File: config.mk
export PLATFORM = sky130hd
export DESIGN_NAME = ram_dp
export DESIGN_NICKNAME = d
export VERILOG_FILES = /design/src/rtl/ram_dp.sv
export SDC_FILE = /design/constraint.sdc
export NUM_CORES = 1
export LEC_CHECK = 0
export CAP_MARGIN = 20
export CORE_MARGIN = 5
export CORE_UTILIZATION = 55
export CTS_CLUSTER_SIZE = 12
export DETAILED_ROUTE_END_ITERATION = 7
export HOLD_SLACK_MARGIN = 0.06
export PLACE_DENSITY = 0.76
export SLEW_MARGIN = 20
export SYNTH_ARGS = -nofsm -noshare
export SYNTH_HDL_FRONTEND = slang
export SYNTH_SLANG_ARGS = --single-unit
File: constraint.sdc
create_clock -name clk -period 2.6 [get_ports clk]
set_clock_uncertainty 0.15 [all_clocks]
set_input_delay 0.52 -clock clk [delete_from_list [all_inputs] [get_ports clk]]
set_output_delay 0.52 -clock clk [all_outputs]
set_load 0.05 [all_outputs]
File: src/rtl/ram_dp.sv
`default_nettype none
// +--------------------------------------------------------------------------+
// | ram_dp: simple dual-port byte-writable RAM with a self-clearing sequence. |
// | Revision: 1.0                                                           |
// +--------------------------------------------------------------------------+
module ram_dp #(
  parameter int DATA_W = 32,
  parameter int ADDR_W = 5
) (
  input  logic                clk,
  input  logic                rst,
  input  logic                ena,
  input  logic                wena,
  input  logic [ADDR_W-1:0]   waddr,
  input  logic [DATA_W-1:0]   wdata,
  input  logic [DATA_W/8-1:0] wbe,
  input  logic                rena,
  input  logic [ADDR_W-1:0]   raddr,
  input  logic                clr,
  output logic [DATA_W-1:0]   rdata,
  output logic                rvalid,
  output logic                busy
);

  localparam int DEPTH = 2**ADDR_W;
  localparam int BE_W  = DATA_W/8;

  typedef enum logic [0:0] {
    CLEAR = 1'b0,
    READY = 1'b1
  } state_t;

  state_t              state, state_next;
  logic [ADDR_W-1:0]   cnt, cnt_next;
  logic [DATA_W-1:0]   mem [DEPTH];
  logic                accept, wr_en, rd_en;
  logic [DATA_W-1:0]   rd_word;

  // clr wins over same-cycle reads and writes
  always_comb begin
    accept = (state == READY) && ena && !clr;
    wr_en  = accept && wena;
    rd_en  = accept && rena;
  end

  always_comb begin
    state_next = state;
    cnt_next   = cnt;
    case (state)
      CLEAR: begin
        cnt_next = cnt + 1'b1;
        if (cnt == ADDR_W'(DEPTH-1)) state_next = READY;
      end
      READY: begin
        if (ena && clr) begin
          state_next = CLEAR;
          cnt_next   = '0;
        end
      end
      default: state_next = CLEAR;
    endcase
  end

  always_ff @(posedge clk or posedge rst) begin
    if (rst) begin
      state  <= CLEAR;
      cnt    <= '0;
      rdata  <= '0;
      rvalid <= 1'b0;
    end else begin
      state  <= state_next;
      cnt    <= cnt_next;
      rvalid <= rd_en;
      if (rd_en) rdata <= rd_word;
    end
  end

  // Array has no reset; it is zeroed only by walking cnt in CLEAR
  always_ff @(posedge clk) begin
    if (state == CLEAR) begin
      mem[cnt] <= '0;
    end else if (wr_en) begin
      for (int i = 0; i < BE_W; i++) begin
        if (wbe[i]) mem[waddr][8*i +: 8] <= wdata[8*i +: 8];
      end
    end
  end

  // Write-first bypass for enabled lanes on a same-address collision
  always_comb begin
    rd_word = mem[raddr];
    if (wr_en && (waddr == raddr)) begin
      for (int i = 0; i < BE_W; i++) begin
        if (wbe[i]) rd_word[8*i +: 8] = wdata[8*i +: 8];
      end
    end
  end

  assign busy = (state == CLEAR);

endmodule
`default_nettype wire

==> metrics.csv, run 1 <==
metric,value,unit
Sink Count,1063,
"leading cell types in the layout, fill and taps excluded","edfxtp_1 (1024), buf_4 (260), mux4_2 (224)",
syn_nets,2090,
CP max stage cell,o41a_4,
Hold Buf Count CTS,0,
initial core utilization,55.2,%
slew margin rel.,29.1,%
HP Class,in2async,
CTS tree,yes,
R2R setup slack,0.12,ns
routed vias,22600,
root buffer cell,clkbuf_16,
top_reg_cell synth,edfxtp_1,
Clock Power Share,31.3,%
crit path time final,2.56,ns
Area growth syn-to-layout,19.0,%
Syn Inst Count,2036,
CP endpoint kind,flip-flop,
Achievable Freq,391,MHz
Setup WS pre-CTS,-0.703,ns
final hold violations,0,
placed insts,3291,
final hold slack,0.0797,ns
total wire length,102,mm
H-tree depth reported by CTS,3,
status,"finished, final reports clean",
setup ws final,0.0400,ns
maximum root-to-sink buffer count,3,
WL/cell,29.4,um
GRT overflow,0,
Post-synth EDFFs,1024,
Synth Cell Area,41800,sq um
share of post-route cells with drive strength above 1,31.0,%
syn_area_per_cell,20.5,sq um
fin cells,3469,
Final period util,98.5,%
post-synthesis sequential area ratio,75.9,%
Combinational Power Share,18.1,%
critical path arrival,2.76,ns
async set-reset flop share out of synthesis,3.67,%
top-area cell type share of the netlist area,73.6,%
PD cells,874,nW/um^2
RSZ-0062 raised after global routing,yes,
slew at the pin closest to its max-slew limit,1.06,ns
max incr delay on CP,0.58,ns
NetSw,11.6,mW
Die Wd,286,um
Pins Over Slew Limit,0,
placed cell areas,46700,sq um
clk_lat worst skew,0.66,ns
Ports,86,
register bit total from synthesis,1063,
number of global-route vias before repair,23400,
Pre-Repair DR Iteration Count,6,
Setup CP Type,in2reg,
"commonest non-fill, non-tap cell in the layout",edfxtp_1,
leakage,16.1,nW
startpoint types,input pin,
clock slew at reported path FFs,0.06,ns
Fillers,4674,
Pwr Total,43.5,mW
CP top delay family,buffers and inverters,
CP required,2.80,ns
DIE HEIGHT,286,um
GR Util All Layers,25.1,%
FF-to-FF Start,state,
synth warn,0,
Yosys cell types,45,
Row Count,101,
worst path cell trace,clkdlybuf4s50_1 -> o41a_4 -> buf_12 -> mux2i_1 -> or2_2 -> nor2_1 -> buf_4,
gpl congestion,0.900,
post-route cell area,49700,sq um
DRT iter0 DRCs,3086,
hpwl dp,64.6,mm
clock buffer count from CTS,103,
antenna violations before repair,1,
core footprint,75700,sq um
fin nets,2472,
"Setup violations, final",0,
ANT nets after route,0,
Seq pwr share,50.6,%
Worst VDD drop,0.513,mV
"top cells by area, synth","edfxtp_1 (74%), mux4_2 (12%), dfrtp_1 (2.3%)",
Yosys top cell by area,edfxtp_1,
internal power,31.8,mW
port bufs,85,
first-pass GRT wire length,152,mm
crit-path max FO,8,
largest net degree at the start of global routing,48,
DRC Markers,0,
CP bufs+invs,3,
Switching Share,26.8,%
worst r2r path cells,7,
worst r2r dst,mem[18][16],
MaxCap Viol Count,0,
vias per std cell,6.52,
Die ar.,81600,sq um
## final cells by class
| class | count | area (sq um) | share of cell area, % |
|---|---|---|---|
| multi-input cells | 828 | 9520 | 19.1 |
| repair buffers | 416 | 4230 | 8.51 |
| inverters | 6 | 26.3 | 0.0528 |
| flip-flops and latches | 1063 | 31700 | 63.8 |
| diodes | 1 | 2.50 | 0.00503 |
| clock inverters | 12 | 119 | 0.239 |
| clock buffers | 165 | 2880 | 5.79 |
| well taps | 978 | 1220 | 2.46 |
## layer usage
| metal | wire, um | vias up | GRT usage, % |
|---|---|---|---|
| met5 | 0 | - | 0 |
| met4 | 3350 | 0 | 8.23 |
| met3 | 10500 | 218 | 5.54 |
| met2 | 49600 | 1359 | 40.2 |
| met1 | 38500 | 11700 | 35.1 |
| li1 | - | 9313 | - |
## cells by family (layout without fill, tap and decap cells)
group,after synthesis,after routing,share of synthesized area [%]
other,0,1,0
muxes,293,293,13.8
xor gates and xnor gates,5,5,0.105
DFF,1063,1063,75.9
and+or+nand+nor,306,306,4.41
adders and majority gates,2,2,0.0599
buffers and inverters,145,599,1.89
AOI/OAI and AO/OA,222,222,3.86
## how the worst max path moves through the flow
stage          startpoint          end  slack, ns  cells past startpoint
2_1_floorplan      wbe[3]   mem[23][0]      -0.23                      6
3_3_place_gp       wbe[3]  mem[27][30]      -0.71                      7
3_5_place_dp       wbe[3]  mem[27][26]      -0.70                      7
4_1_cts         rdata[23]    rdata[23]       0.02                      1
5_1_grt            wbe[3]   mem[7][31]      -0.03                      8
6_report           wbe[3]  mem[18][16]       0.04                      7
## power by group through the flow
stage | sequential [mW] | clock, mW | combinational [mW]
floorplan | 22.8 | 0 | 3.53
global placement | 22.1 | 0 | 7.51
detailed placement | 22.3 | 0 | 7.73
CTS | 22.0 | 13.8 | 7.81
global route | 22.1 | 14.6 | 8.20
finish | 22.0 | 13.6 | 7.88
## per-stage QoR
stage                     util (%)  TNS (ns)
after CTS                     65.7         0
after detailed placement      61.7   -669.55
after global placement        61.7   -585.72
after global routing          65.7    -0.317
final                         65.7         0
after floorplan                  -   -108.60
## worst reg2reg max path, stage by stage (launching register included)
cell and delay [ns]:
dfrtp_1 0.35, and4b_1 0.24, o41a_4 0.25, buf_12 0.14
mux2i_1 0.43, or2_2 0.39, nor2_1 0.09, buf_4 0.19
## state kept, by name, indices dropped and copies added (netlist names)
name	cells
state	1
rvalid	1
rdata	32
cnt	5
mem	1024
## cells in the mapped netlist, drive strengths merged, types with 34 or more instances
| library cell | number |
|---|---|
| and3 | 65 |
| o21ai | 38 |
| and2 | 34 |
| a22oi | 96 |
| mux2i | 69 |
| nor3 | 145 |
| dfrtp | 39 |
| clkbuf | 54 |
| edfxtp | 1024 |
| buf | 85 |
| mux4 | 224 |
## timing repair
action / in CTS / in global routing
hold endpoints to repair: 0 / 0
resized for setup: 1 / 6
buffers inserted: 0 / 0
setup endpoints to repair: 8 / 158
gates cloned: 0 / 0
(Power assumes the default switching activity.)
==> run 2: changes to the inputs <==
--- a/config.mk
+++ b/config.mk
@@ -10,6 +10,7 @@
 export CORE_UTILIZATION = 55
 export CTS_CLUSTER_SIZE = 12
 export DETAILED_ROUTE_END_ITERATION = 7
+export GPL_TIMING_DRIVEN = 1
 export HOLD_SLACK_MARGIN = 0.06
 export PLACE_DENSITY = 0.76
 export SLEW_MARGIN = 20
==> results of run 2 <==
The final DEF is identical to that of run 1; final timing and power are the same.
